File: config.mk
export PLATFORM = sky130hd
export DESIGN_NAME = avst_cmd_rr_arbiter_flat
export DESIGN_NICKNAME = d
export VERILOG_FILES = /design/src/rtl/avst_cmd_rr_arbiter_pkg.sv /design/src/rtl/avst_cmd_rr_arbiter_if.sv /design/src/rtl/avst_cmd_rr_arbiter_id_fifo.sv /design/src/rtl/avst_cmd_rr_arbiter.sv /design/src/flat_wrapper.sv
export SDC_FILE = /design/constraint.sdc
export NUM_CORES = 1
export LEC_CHECK = 0
export BUFFER_PORTS_ARGS = -buffer_cell sky130_fd_sc_hd__buf_4
export CAP_MARGIN = 5
export CORE_AREA = 2 2 223 225
export DETAILED_ROUTE_END_ITERATION = 12
export DIE_AREA = 0 0 225 227
export GPL_TIMING_DRIVEN = 0
export HOLD_SLACK_MARGIN = 0.02
export SLEW_MARGIN = 20
export SYNTH_ARGS = -nofsm -noshare
export SYNTH_HDL_FRONTEND = slang
export SYNTH_SLANG_ARGS = --single-unit
File: constraint.sdc
create_clock -name clk -period 4.4 [get_ports clk]
set_input_delay 0.88 -clock clk [delete_from_list [all_inputs] [get_ports clk]]
set_output_delay 0.88 -clock clk [all_outputs]
set_load 0.01 [all_outputs]
File: src/rtl/avst_cmd_rr_arbiter_pkg.sv
// Shared types and width helpers for the AVST command round-robin arbiter.
// The command struct uses the default widths; the RTL itself is width-generic.
package avst_arb_pkg;

    localparam int DEF_NUM_REQ    = 4;
    localparam int DEF_ADDR_W     = 18;
    localparam int DEF_DATA_W     = 64;
    localparam int DEF_OUTSTAND   = 8;

    function automatic int cmd_w(input int aw, input int dw);
        return aw + dw + 2;
    endfunction

    function automatic int id_w(input int n);
        return (n < 3) ? 1 : $clog2(n);
    endfunction

    localparam int CMD_W = cmd_w(DEF_ADDR_W, DEF_DATA_W);
    localparam int ID_W  = id_w(DEF_NUM_REQ);

    typedef struct packed {
        logic                  is_read;
        logic                  is_32bit;
        logic [DEF_ADDR_W-1:0] addr;
        logic [DEF_DATA_W-1:0] write_data;
    } t_avst_cmd;

endpackage

File: src/rtl/avst_cmd_rr_arbiter_if.sv
// Requester-side command/response bundle and bridge-side command/response bundle.
// The slave modport is the arbiter's view.
interface avst_cmd_rr_arbiter_if
    import avst_arb_pkg::*;
#(
    parameter int NUM_REQ         = DEF_NUM_REQ,
    parameter int AVMM_ADDR_WIDTH = DEF_ADDR_W,
    parameter int AVMM_DATA_WIDTH = DEF_DATA_W,
    parameter int MAX_OUTSTANDING = DEF_OUTSTAND
);
    localparam int CW = cmd_w(AVMM_ADDR_WIDTH, AVMM_DATA_WIDTH);
    localparam int PW = $clog2(MAX_OUTSTANDING) + 1;

    logic [NUM_REQ*CW-1:0]      req_data;
    logic [NUM_REQ-1:0]         req_valid;
    logic [NUM_REQ-1:0]         req_ready;
    logic [CW-1:0]              cmd_data;
    logic                       cmd_valid;
    logic                       cmd_ready;
    logic [AVMM_DATA_WIDTH-1:0] rsp_data;
    logic                       rsp_valid;
    logic [AVMM_DATA_WIDTH-1:0] rd_data;
    logic [NUM_REQ-1:0]         rd_valid;
    logic [PW-1:0]              rd_pending;
    logic                       rsp_orphan;

    modport slave (
        input  req_data, req_valid, cmd_ready, rsp_data, rsp_valid,
        output req_ready, cmd_data, cmd_valid, rd_data, rd_valid,
        output rd_pending, rsp_orphan
    );

    modport master (
        output req_data, req_valid, cmd_ready, rsp_data, rsp_valid,
        input  req_ready, cmd_data, cmd_valid, rd_data, rd_valid,
        input  rd_pending, rsp_orphan
    );

endinterface

File: src/rtl/avst_cmd_rr_arbiter_id_fifo.sv
// Requester-ID FIFO recording the issue order of outstanding reads.
// Power-of-2 depth, so pointers simply wrap.
module avst_arb_id_fifo #(
    parameter int W     = 2,
    parameter int DEPTH = 8,
    parameter int CW    = $clog2(DEPTH) + 1
) (
    input  logic         clk,
    input  logic         reset_n,
    input  logic         push,
    input  logic [W-1:0] push_id,
    input  logic         pop,
    output logic [W-1:0] head,
    output logic [CW-1:0] count,
    output logic         full,
    output logic         empty
);
    localparam int AW = $clog2(DEPTH);

    logic [W-1:0]  mem [DEPTH];
    logic [AW-1:0] wr_ptr;
    logic [AW-1:0] rd_ptr;
    logic          do_push;
    logic          do_pop;

    assign full    = (count == CW'(DEPTH));
    assign empty   = (count == '0);
    assign do_push = push & ~full;
    assign do_pop  = pop & ~empty;
    assign head    = mem[rd_ptr];

    always_ff @(posedge clk) begin
        if (do_push) mem[wr_ptr] <= push_id;
    end

    always_ff @(posedge clk or negedge reset_n) begin
        if (!reset_n) begin
            wr_ptr <= '0;
            rd_ptr <= '0;
            count  <= '0;
        end else begin
            if (do_push) wr_ptr <= wr_ptr + 1'b1;
            if (do_pop)  rd_ptr <= rd_ptr + 1'b1;
            unique case ({do_push, do_pop})
                2'b10:   count <= count + 1'b1;
                2'b01:   count <= count - 1'b1;
                default: count <= count;
            endcase
        end
    end

endmodule

File: src/rtl/avst_cmd_rr_arbiter.sv
// Round-robin arbiter sharing one AVST command channel between requesters,
// returning in-order read responses to the requester that issued each read.
module avst_cmd_rr_arbiter
    import avst_arb_pkg::*;
#(
    parameter int NUM_REQ         = DEF_NUM_REQ,
    parameter int AVMM_ADDR_WIDTH = DEF_ADDR_W,
    parameter int AVMM_DATA_WIDTH = DEF_DATA_W,
    parameter int MAX_OUTSTANDING = DEF_OUTSTAND
) (
    input  logic                  clk,
    input  logic                  reset_n,
    avst_cmd_rr_arbiter_if.slave  bus
);
    localparam int CW  = cmd_w(AVMM_ADDR_WIDTH, AVMM_DATA_WIDTH);
    localparam int IDW = id_w(NUM_REQ);
    localparam int PW  = $clog2(MAX_OUTSTANDING) + 1;

    logic [IDW-1:0]     rr_ptr;
    logic [IDW-1:0]     winner;
    logic [IDW-1:0]     head;
    logic [IDW:0]       cand;
    logic               found;
    logic [NUM_REQ-1:0] is_read;
    logic [NUM_REQ-1:0] eligible;
    logic [NUM_REQ-1:0] grant;
    logic               fifo_full;
    logic               fifo_empty;
    logic               accept;
    logic               push;
    logic               pop;
    logic [PW-1:0]      count;
    logic               orphan;

    // Reads are masked while the ID FIFO is full; writes always compete.
    always_comb begin
        is_read  = '0;
        eligible = '0;
        for (int i = 0; i < NUM_REQ; i++) begin
            is_read[i]  = bus.req_data[i*CW + CW - 1];
            eligible[i] = reset_n & bus.req_valid[i]
                        & (~is_read[i] | ~fifo_full);
        end
    end

    always_comb begin
        found  = 1'b0;
        winner = '0;
        cand   = '0;
        for (int k = 0; k < NUM_REQ; k++) begin
            cand = {1'b0, rr_ptr} + (IDW+1)'(k);
            if (cand >= (IDW+1)'(NUM_REQ)) cand = cand - (IDW+1)'(NUM_REQ);
            if (!found && eligible[cand[IDW-1:0]]) begin
                found  = 1'b1;
                winner = cand[IDW-1:0];
            end
        end
    end

    always_comb begin
        bus.cmd_data = '0;
        for (int i = 0; i < NUM_REQ; i++) begin
            if (found && winner == IDW'(i))
                bus.cmd_data = bus.req_data[i*CW +: CW];
        end
    end

    assign grant         = found ? (NUM_REQ'(1) << winner) : '0;
    assign bus.cmd_valid = found;
    assign bus.req_ready = grant & {NUM_REQ{bus.cmd_ready}};
    assign accept        = found & bus.cmd_ready;
    assign push          = accept & is_read[winner];
    assign pop           = reset_n & bus.rsp_valid & ~fifo_empty;

    assign bus.rd_data    = bus.rsp_data;
    assign bus.rd_valid   = pop ? (NUM_REQ'(1) << head) : '0;
    assign bus.rd_pending = count;
    assign bus.rsp_orphan = orphan;

    avst_arb_id_fifo #(
        .W     (IDW),
        .DEPTH (MAX_OUTSTANDING),
        .CW    (PW)
    ) u_id_fifo (
        .clk     (clk),
        .reset_n (reset_n),
        .push    (push),
        .push_id (winner),
        .pop     (pop),
        .head    (head),
        .count   (count),
        .full    (fifo_full),
        .empty   (fifo_empty)
    );

    always_ff @(posedge clk or negedge reset_n) begin
        if (!reset_n) begin
            rr_ptr <= '0;
            orphan <= 1'b0;
        end else begin
            if (accept)
                rr_ptr <= (winner == IDW'(NUM_REQ-1)) ? '0 : winner + 1'b1;
            if (bus.rsp_valid && fifo_empty)
                orphan <= 1'b1;
        end
    end

endmodule

File: src/flat_wrapper.sv
// flat-port wrapper written by rule: the top's interface ports become plain ports
module avst_cmd_rr_arbiter_flat import avst_arb_pkg::*;
#(
    parameter int NUM_REQ         = DEF_NUM_REQ,
    parameter int AVMM_ADDR_WIDTH = DEF_ADDR_W,
    parameter int AVMM_DATA_WIDTH = DEF_DATA_W,
    parameter int MAX_OUTSTANDING = DEF_OUTSTAND
)
  (clk, reset_n, bus_req_data, bus_req_valid, bus_cmd_ready, bus_rsp_data, bus_rsp_valid, bus_req_ready, bus_cmd_data, bus_cmd_valid, bus_rd_data, bus_rd_valid, bus_rd_pending, bus_rsp_orphan);
  avst_cmd_rr_arbiter_if #(.NUM_REQ(NUM_REQ), .AVMM_ADDR_WIDTH(AVMM_ADDR_WIDTH), .AVMM_DATA_WIDTH(AVMM_DATA_WIDTH), .MAX_OUTSTANDING(MAX_OUTSTANDING)) bus_i ();
  input  logic clk;
  input  logic reset_n;
  input wire logic [$bits(bus_i.req_data)-1:0] bus_req_data;
  input wire logic [$bits(bus_i.req_valid)-1:0] bus_req_valid;
  input wire logic [$bits(bus_i.cmd_ready)-1:0] bus_cmd_ready;
  input wire logic [$bits(bus_i.rsp_data)-1:0] bus_rsp_data;
  input wire logic [$bits(bus_i.rsp_valid)-1:0] bus_rsp_valid;
  output wire logic [$bits(bus_i.req_ready)-1:0] bus_req_ready;
  output wire logic [$bits(bus_i.cmd_data)-1:0] bus_cmd_data;
  output wire logic [$bits(bus_i.cmd_valid)-1:0] bus_cmd_valid;
  output wire logic [$bits(bus_i.rd_data)-1:0] bus_rd_data;
  output wire logic [$bits(bus_i.rd_valid)-1:0] bus_rd_valid;
  output wire logic [$bits(bus_i.rd_pending)-1:0] bus_rd_pending;
  output wire logic [$bits(bus_i.rsp_orphan)-1:0] bus_rsp_orphan;
  assign bus_i.req_data = bus_req_data;
  assign bus_i.req_valid = bus_req_valid;
  assign bus_i.cmd_ready = bus_cmd_ready;
  assign bus_i.rsp_data = bus_rsp_data;
  assign bus_i.rsp_valid = bus_rsp_valid;
  assign bus_req_ready = bus_i.req_ready;
  assign bus_cmd_data = bus_i.cmd_data;
  assign bus_cmd_valid = bus_i.cmd_valid;
  assign bus_rd_data = bus_i.rd_data;
  assign bus_rd_valid = bus_i.rd_valid;
  assign bus_rd_pending = bus_i.rd_pending;
  assign bus_rsp_orphan = bus_i.rsp_orphan;
  avst_cmd_rr_arbiter #(.NUM_REQ(NUM_REQ), .AVMM_ADDR_WIDTH(AVMM_ADDR_WIDTH), .AVMM_DATA_WIDTH(AVMM_DATA_WIDTH), .MAX_OUTSTANDING(MAX_OUTSTANDING)) u_core (.clk(clk), .reset_n(reset_n), .bus(bus_i));
endmodule
-- Word-level counts from Yosys, hierarchy flattened
Memory sizes are Yosys's and may differ from the RTL's.
Index checks and enable logic that the tools add are counted.
- input bits: 408
- output and inout bits: 162
- memories kept: 1
- RAM bits: 16
- flip-flop bits (word level): 13
- logic and storage cells: 106
- equality and inequality tests: 6
- add/subtract/negate cells: 12
- muxes and demuxes: 32
- magnitude comparators: 9
- reduce and logical (&&, ||, !) cells: 14
- bitwise operators: 25
- shift-type cells: 2
- memories (name ; words ; bits a word ; read ports ; clocked after memory_dff ; write ports ; RTL line ; source):
    u_core.u_id_fifo.mem ; 8 ; 2 ; 1 ; 0 ; 1 ; avst_cmd_rr_arbiter_id_fifo.sv:20 ; logic [W-1:0] mem [DEPTH];
- operators with widths (kind ; count):
    $mux W84 ; 4
    $mux W2 ; 9
    $lt A2 B3 Y1 const B ; 5
    $and A1 B1 Y1 ; 14
    $mux W1 ; 11
    $bmux W1 S2 ; 5
    $ge A3 B3 Y1 const B ; 3
    $logic_and A1 B1 Y1 ; 8
    $mux W4 ; 2
    $pmux W4 S2 ; 1
    $shl A1 B2 Y4 const A ; 2
    $sub A2 B1 Y2 const B ; 4
    $add A2 B2 Y3 const B ; 2
    $add A3 B1 Y3 const B ; 2
    $eq A2 B2 Y1 const B ; 3
    $not A1 Y1 ; 6
    $add A4 B1 Y4 const B ; 1
    $and A4 B4 Y4 ; 1
    $eq A2 B1 Y1 const B ; 2
    $eq A4 B4 Y1 const B ; 1
    $logic_not A4 Y1 ; 1
    $or A1 B1 Y1 ; 4
    $sub A4 B1 Y4 const B ; 1
    $add A2 B1 Y3 const B ; 1
    5 further kinds ; 7

-- Longest topological paths before layout
Gate-level depths: netlist of run 1.
- depth in word-level cells: 22
- gate-level depth with buffers: 14
- depth with buffers taken out: 13

-- Modules after synthesis
From an unflattened synthesis of run 1, not the netlist that was laid out.
- cell total of the unflattened synthesis: 870
- area total of the unflattened synthesis: 5373.9 µm²
- by module, submodules not included (module ; cells an instance ; seq. area each (µm²) ; instances ; area each (µm²)):
    avst_cmd_rr_arbiter ; 780 ; 75.1 ; 1 ; 4112.7
    avst_arb_id_fifo ; 90 ; 730.7 ; 1 ; 1261.2

-- Worst setup path before layout of run 1
OpenSTA, ideal clock, no wires.
- path kind: input port to output port
- start: in bus_req_valid[2]
- end: out bus_cmd_data[78]
- buffers on the path: 3
- arrival time: 3.211 ns
- setup slack: 0.309 ns
- stages on the path: 13
- data required time: 3.520 ns
- path through: nand2_1 -> a21oi_1 -> nor3b_1 -> o22ai_1 -> inv_1 -> ha_1 -> clkbuf_1 -> clkbuf_1 -> clkbuf_1 -> nand2_1 -> o21ai_0 -> mux2i_1 -> nor2_1
- word-level cells in the longest chain between the ends: 20
- elaborated cells between the ends (all ways): 36
- those cells by class: 3 x eq/ne; 20 x mux; 2 x bitwise; 11 x reduce/logical
- ends and longest elaborated chain (element ; RTL line ; source):
    start, declared ; flat_wrapper.sv:14 ; input wire logic [$bits(bus_i.req_valid)-1:0] bus_req_valid;
    $and A1 B1 Y1 * ; avst_cmd_rr_arbiter.sv:41 ; eligible[i] = reset_n & bus.req_valid[i]
    $and A1 B1 Y1 * ; avst_cmd_rr_arbiter.sv:42 ; & (~is_read[i] | ~fifo_full);
    $bmux W1 S2 ; avst_cmd_rr_arbiter.sv:53 ; if (!found && eligible[cand[IDW-1:0]]) begin
    $mux W1 (implied by the code) ; avst_cmd_rr_arbiter.sv:53 ;
    $mux W1 ; avst_cmd_rr_arbiter.sv:53 ;
    $logic_not A1 Y1 ; avst_cmd_rr_arbiter.sv:53 ;
    $logic_and A1 B1 Y1 ; avst_cmd_rr_arbiter.sv:53 ;
    $mux W1 ; avst_cmd_rr_arbiter.sv:53 ;
    [... 3 more ...] ; - ;
    $logic_not A1 Y1 ; avst_cmd_rr_arbiter.sv:53 ;
    $logic_and A1 B1 Y1 ; avst_cmd_rr_arbiter.sv:53 ;
    $mux W2 * ; avst_cmd_rr_arbiter.sv:53 ;
    via u_core.u_id_fifo.push_id[1] ; avst_cmd_rr_arbiter_id_fifo.sv:11 ; input logic [W-1:0] push_id,
    $logic_not A2 Y1 ; avst_cmd_rr_arbiter.sv:63 ; if (found && winner == IDW'(i))
    $logic_and A1 B1 Y1 ; avst_cmd_rr_arbiter.sv:63 ;
    $mux W84 (3 in series) ; avst_cmd_rr_arbiter.sv:63 ;
    $mux W84 * ; avst_cmd_rr_arbiter.sv:63 ;
    end, declared ; flat_wrapper.sv:19 ; output wire logic [$bits(bus_i.cmd_data)-1:0] bus_cmd_data;
Mark *: on every way through the listed nets, which the timed path passes. The rest lies on a longest branch. The select of a mux whose other input is x is not followed.

-- Worst setup path in the final report of run 1
- start: in reset_n
- end: out bus_cmd_data[55]
- word-level cells in the longest chain between the ends: 20
- elaborated cells between the ends (all ways): 42
- those cells by class: 3 x eq/ne; 20 x mux; 8 x bitwise; 11 x reduce/logical
- ends and longest elaborated chain (element ; RTL line ; source):
    start, declared ; flat_wrapper.sv:12 ; input logic reset_n;
    $and A1 B1 Y1 ; avst_cmd_rr_arbiter.sv:41 ;
    $and A1 B1 Y1 ; avst_cmd_rr_arbiter.sv:42 ;
    $bmux W1 S2 ; avst_cmd_rr_arbiter.sv:53 ;
    $mux W1 (implied by the code) ; avst_cmd_rr_arbiter.sv:53 ;
    $mux W1 ; avst_cmd_rr_arbiter.sv:53 ;
    $logic_not A1 Y1 ; avst_cmd_rr_arbiter.sv:53 ;
    $logic_and A1 B1 Y1 ; avst_cmd_rr_arbiter.sv:53 ;
    $mux W1 ; avst_cmd_rr_arbiter.sv:53 ;
    [... 3 more ...] ; - ;
    $logic_not A1 Y1 ; avst_cmd_rr_arbiter.sv:53 ;
    $logic_and A1 B1 Y1 ; avst_cmd_rr_arbiter.sv:53 ;
    $mux W2 * ; avst_cmd_rr_arbiter.sv:53 ;
    via u_core.u_id_fifo.push_id[0] ; avst_cmd_rr_arbiter_id_fifo.sv:11 ;
    $logic_not A2 Y1 ; avst_cmd_rr_arbiter.sv:63 ;
    $logic_and A1 B1 Y1 ; avst_cmd_rr_arbiter.sv:63 ;
    $mux W84 (3 in series) ; avst_cmd_rr_arbiter.sv:63 ;
    $mux W84 * ; avst_cmd_rr_arbiter.sv:63 ;
Marked as above.

==> results of run 1 <==
==> cell type report <==
type,instances,area (µm²)
fillers,5438,37760
multi-input cells,680,4045
repair buffers,527,3975
plain buffers,131,957.2
flip-flops and latches,29,809.5
well taps,622,778.2
clock buffers,6,128.9
inverters,8,37.54
clock inverters,2,35.03
diodes,6,15.01
==> final timing paths <==
| kind | startpoint | end | slack [ns] | depth (start not counted) |
|---|---|---|---|---|
| max reg2reg | u_core.u_id_fifo.count[2] | u_core.u_id_fifo.count[3] | 0.61 | 18 |
| min reg2reg | u_core.bus.rsp_orphan | u_core.bus.rsp_orphan | 0.47 | 1 |
| max in group asynchronous | reset_n | u_core.u_id_fifo.count[0] | 3.81 | 1 |
| min in group clk | u_core.bus.rsp_orphan | u_core.bus.rsp_orphan | 0.47 | 1 |
| min | reset_n | u_core.u_id_fifo.rd_ptr[2] | 0.42 | 1 |
| max | reset_n | bus_cmd_data[55] | 0.08 | 14 |
==> logic make-up (layout without fill, tap and decap cells) <==
kind of cell	after synthesis	count (layout)	synth area share [%]
AO/OA/AOI/OAI	186	186	18.14
AND/OR/NAND/NOR	377	377	28.70
multiplexers	99	99	19.69
XOR/XNOR	8	8	1.314
other	0	6	0
adder cells (fa/ha/maj)	10	10	2.487
buffers and inverters	141	674	14.57
flip-flops	29	29	15.11
==> cells in the mapped netlist, drive strengths merged, types with 2 or more instances <==
cell / instances
a21oi: 92
mux2i: 91
inv: 8
and4: 3
nand2: 177
o21ai: 85
ha: 9
dfrtp: 13
nor2: 174
mux2: 4
nor4: 2
nor3b: 5
buf: 84
nor2b: 2
edfxtp: 16
clkbuf: 49
o22ai: 2
and3: 5
xnor2: 4
mux4: 4
nand2b: 2
xor2: 4
nor4b: 2
==> registers in the layout (all words and copies together), names as in the netlist <==
register,count
u_core.bus.rsp_orphan,1
u_core.rr_ptr,2
u_core.u_id_fifo.count,4
u_core.u_id_fifo.mem,16
u_core.u_id_fifo.rd_ptr,3
u_core.u_id_fifo.wr_ptr,3
==> power by group <==
| group | total, mW | internal, mW | switching [mW] | leakage (nW) |
|---|---|---|---|---|
| combinational | 3.05 | 1.41 | 1.64 | 4.71 |
| clock | 0.379 | 0.265 | 0.114 | 0.0809 |
| sequential | 0.462 | 0.369 | 0.0932 | 0.293 |
| total | 3.89 | 2.05 | 1.85 | 5.09 |
==> worst reg2reg max path, stage by stage (launching register included) <==
cell	delay (ns)
dfrtp_2	0.43
nor4b_4	0.29
buf_6	0.15
buf_4	0.12
a21oi_4	0.07
a2111o_1	0.39
o221ai_4	0.15
buf_4	0.18
buf_4	0.12
mux2i_1	0.28
o22a_1	0.20
buf_6	0.14
ha_1	0.21
ha_1	0.25
a21o_1	0.18
a21oi_1	0.17
xnor2_1	0.13
nor2_1	0.07
xor2_1	0.15
==> routing by layer <==
metal  global-route usage, %  wire length [µm]  part of all wire (%)
met5                       0                 0                     0
met4                   5.319              1287                   3.5
met3                   1.820              2297                   6.2
met2                   22.18             18080                    49
met1                   16.58             15220                    41
==> timing repair <==
| item | in CTS | in global routing |
|---|---|---|
| hold endpoints to repair | 0 | 0 |
| gates resized for setup | 137 | 81 |
| gates cloned | 0 | 0 |
| pin swaps | 5 | 9 |
| hold buffers | 0 | 0 |
| endpoints found under the setup margin | 88 | 81 |
| buffers inserted | 11 | 10 |
==> metrics by stage <==
step | setup TNS [ns] | area [µm²] | hold WS [ns] | setup slack, ns | power, mW
6_report | 0 | 10780 | 0.4154 | 0.07747 | 3.894
5_1_grt | -0.1928 | 10780 | 0.4149 | -0.02592 | 4.176
4_1_cts | 0 | 10570 | 0.4316 | 0.006002 | 3.800
3_5_place_dp | -141.34 | 9921 | 0.4643 | -2.449 | 3.202
3_3_place_gp | -144.49 | 9902 | 0.4661 | -2.339 | 3.157
2_1_floorplan | 0 | 5333 | 0.5134 | 0.3090 | 1.885
==> metrics.cfg, run 1 <==
[status]
status = completed

[power]
peakVddDrop_mv = 0.1630
leakage_nw = 5.088
power_density_nw_per_um2 = 361.1

[synth]
synth_cell_type_count = 42
synth-seq-area-share_pct = 15.11
syn-cell-area_um2 = 5333
ys.warnings.count = 0
synth_area_per_cell_um2 = 6.274
synth_ff_type = edfxtp_1
synthTopCellsByArea = mux2i_1 (17%), nand2_1 (12%), nor2_1 (12%)
synth_edf_count = 16
ys_async_sr_fraction_pct = 44.83
synth_top_area_share_pct = 17.08
synth.net_count = 1268
ys_ff_latch = 29
synth_top_area_cell = mux2i_1
synth_cells = 850

[die]
core_um2 = 48550
ioPinCount = 570
die_width_um = 225
initial_core_util_pct = 10.98
rows = 81
die_area_um2 = 51080
die_h_um = 227

[setup_path]
start_kind = input pin
timing.critical_path.buf_inv = 5
end_kind = output pin
crit_path_max_fanout = 19
crit_path_max_incr_delay_ns = 0.36
path_cells = buf_8 -> nand2_1 -> a21oi_4 -> mux2i_2 -> o221ai_4 -> inv_4 -> ha_4 -> clkbuf_16 -> clkbuf_4 -> a21oi_1 -> o21ai_0 -> mux2i_1 -> nor2_1 -> buf_4
worst_path_max_delay_cell = o221ai_4
crit_type = input pin to output pin
required_ns = 3.52
arrival_ns = 3.44
cpLargestDelayFamily = compound AO/OA/AOI/OAI gates

[run]
cap_violations = 0

[min_path]
worstHoldPathType = input pin to async pin

[sta]
fin_crit_sh_pct = 98.24
max_slew.worst_pin.slew_ns = 0.7090
rsz0062_at_grt = true
setup_viol = 0
hold_viol = 0
period_minus_slack_ns = 4.323
finalMaxSlewViolations = 0
relSlewSlack_pct = 52.73
max_freq_mhz = 231.3
worst_clock_skew_ns = 0.008707

[cts]
cts_root_buffer = clkbuf_16
path_clk_slew_ns = 0.05
cts_tree = done
clock_latency_ns = 0.27
clock_path_buffers = 2
clkSinkCount = 29
cts_buffers = 5
htree_levels = 2

[routing]
route.detailed.drc = 0
drt_iter0_drc = 409
routed_wl_um = 36890
post_drt_wl_per_cell_um = 18.34
vias = 7965
ant_nets = 0
viasPerCell = 3.961
dr.pass1.iters = 5

[grt]
antenna_found_initial = 8
grt_usage_pct = 13.04
grt_pass1_vias = 7697
grt_max_degree = 20
grt_pass1_wl_um = 48850
gr-total-overflow = 0

[layout]
fin_nets = 1800
fin_cells = 2011
mostFrequentLayoutCell = buf_4
drive_gt1_share_pct = 51.55
synthToLayoutAreaGrowth_pct = 102.2
final_cell_mix = buf_4 (597), nand2_1 (177), nor2_1 (170)
fin_util_pct = 22.21

[placed_design]
dpl.cell_count = 1978
place_congestion = 0.9259
dp_hpwl_um = 31710
io_buffer_count = 505

No activity file was read; power rests on OpenSTA's default activity.
==> inputs of run 2 (changes only) <==
Settings changed: CORE_AREA 2 2 223 225 to 2 2 221 223, DIE_AREA 0 0 225 227 to 0 0 223 225.
Clock period 4.4 ns to 5.4 ns, I/O delays scaled along.
==> metrics.cfg, run 2 (same netlist as run 1, synthesis figures left out) <==
[layout]
nFillCells = 5339
mostFrequentLayoutCell = buf_4
fin_cells = 1990
final_cell_mix = buf_4 (581), nand2_1 (177), nor2_1 (173)
synthToLayoutAreaGrowth_pct = 93.03
top_regs = u_core.u_id_fifo.mem x16, u_core.u_id_fifo.count x4
fin_nets = 1786
regMostFlops = u_core.u_id_fifo.mem
fin_util_pct = 21.65
drive_gt1_share_pct = 47.33
fin_area_um2 = 10290
largest_reg_flops = 16

[power]
peakVddDrop_mv = 0.1323
comb_power_share_pct = 78.1
seq_power_share_pct = 12.8
leakage_nw = 4.867
p_sw_share_pct = 49.13
pwr-share-clk_pct = 9.1
power_mw = 2.962
p_int_mw = 1.507
p_switching_mw = 1.455
power_density_nw_per_um2 = 287.8

[sta]
worst_clock_skew_ns = 0.003884
hold_viol = 0
setup_viol = 0
finalMaxSlewViolations = 0
relSlewSlack_pct = 38.00
tns_ns = 0
max_slew.worst_pin.slew_ns = 0.9301
max_freq_mhz = 192.2
fin_crit_sh_pct = 96.35
period_minus_slack_ns = 5.203

[setup_path]
crit_type = input pin to output pin
crit_path_max_fanout = 19
start_kind = input pin
end_kind = output pin
required_ns = 4.32
arrival_ns = 4.12

[routing]
route.detailed.drc = 0
routed_wl_um = 37620
post_drt_wl_per_cell_um = 18.90
drt_iter0_drc = 506
viasPerCell = 3.974
vias = 7909
dr.pass1.iters = 5
ant_nets = 0

[cts]
clkSinkCount = 29
cts_buffers = 5
path_clk_slew_ns = 0.05
cts_tree = done
clock_path_buffers = 2
clock_latency_ns = 0.27
cts_root_buffer = clkbuf_16
htree_levels = 2

[die]
core_um2 = 47550
rows = 80
initial_core_util_pct = 11.22
ioPinCount = 570
die_area_um2 = 50180
die_width_um = 223
die_h_um = 225

[grt]
grt_max_degree = 20
antenna_found_initial = 8
grt_usage_pct = 13.88
gr-total-overflow = 0
grt_pass1_vias = 7818
grt_pass1_wl_um = 51250

[status]
status = completed

[placed_design]
placed_area_um2 = 9896
dpl.cell_count = 1970
dp_hpwl_um = 32250
place_congestion = 0.9224
io_buffer_count = 505

[min_path]
worstHoldPathType = flip-flop to flip-flop

[run]
cap_violations = 0

[run 2: cell count changes in the layout (fill, tap and decap cells not counted), moves of 6 or more]
cell	change
a21oi_2	-6
clkbuf_1	+17
a21oi_4	-8
buf_4	-16
a21oi_1	+14
o21ai_2	-8
o21ai_0	+13
[run 2: power groups by stage]
stage	combinational, mW	sequential (mW)	clock (mW)
2_1_floorplan	1.17	0.367	0
3_3_place_gp	2.23	0.371	0
3_5_place_dp	2.25	0.377	0
4_1_cts	2.31	0.375	0.274
5_1_grt	2.52	0.387	0.285
6_report	2.31	0.378	0.269
[run 2: layout make-up]
class / count / area (µm²) / share of cell area [%]
Inverter: 8 / 36.28 / 0.3525
Timing Repair Buffer: 512 / 3844 / 37.34
Clock buffer: 8 / 146.4 / 1.422
Multi-Input combinational cell: 680 / 3847 / 37.38
Buffer: 132 / 829.5 / 8.059
Sequential cell: 29 / 805.8 / 7.828
Antenna cell: 6 / 15.01 / 0.1459
Tap cell: 615 / 769.5 / 7.475
[run 2: final timing paths]
| kind | depth (start not counted) | startpoint | slack (ns) | to |
|---|---|---|---|---|
| min in group asynchronous | 1 | reset_n | 0.67 | u_core.u_id_fifo.count[2] |
| min | 1 | u_core.bus.rsp_orphan | 0.50 | u_core.bus.rsp_orphan |
| min reg2reg | 1 | u_core.bus.rsp_orphan | 0.50 | u_core.bus.rsp_orphan |
| max in group asynchronous | 1 | reset_n | 4.52 | u_core.rr_ptr[0] |
| max | 14 | reset_n | 0.20 | bus_cmd_data[7] |
| max reg2reg | 14 | u_core.u_id_fifo.count[0] | 1.40 | u_core.u_id_fifo.count[3] |
[run 2: per-layer routing]
layer | track usage (%) | vias up | part of all wire (%) | routed length (µm)
li1 | - | 3822 | - | -
met1 | 17.34 | 3645 | 42 | 15640
met2 | 23.72 | 399 | 49 | 18270
met3 | 2.073 | 43 | 5.9 | 2224
met4 | 5.975 | 0 | 3.9 | 1480
met5 | 0 | - | 0 | 0
[run 2: through the flow]
| stage | setup WS (ns) | hold slack (ns) |
|---|---|---|
| 2_1_floorplan | 0.9090 | 0.5134 |
| 5_1_grt | -0.01591 | 0.5334 |
| 4_1_cts | 0.03817 | 0.5013 |
| 3_5_place_dp | -2.067 | 0.4874 |
| 6_report | 0.1970 | 0.5030 |
| 3_3_place_gp | -1.945 | 0.4617 |
[run 2: critical path: stages]
cell	delay [ns]
buf_4	0.24
nand2_1	0.13
a21oi_2	0.21
a21boi_1	0.29
o221ai_4	0.22
clkinvlp_4	0.19
ha_4	0.25
buf_6	0.22
buf_4	0.28
a21oi_1	0.13
o21ai_2	0.44
mux2i_1	0.15
nor2_1	0.12
buf_4	0.14
[run 2: timing repair]
| item | CTS | global route |
|---|---|---|
| pin swaps | 0 | 2 |
| setup buffers | 4 | 3 |
| gates resized for setup | 63 | 31 |
| hold buffers | 0 | 0 |
| endpoints found under the setup margin | 88 | 73 |
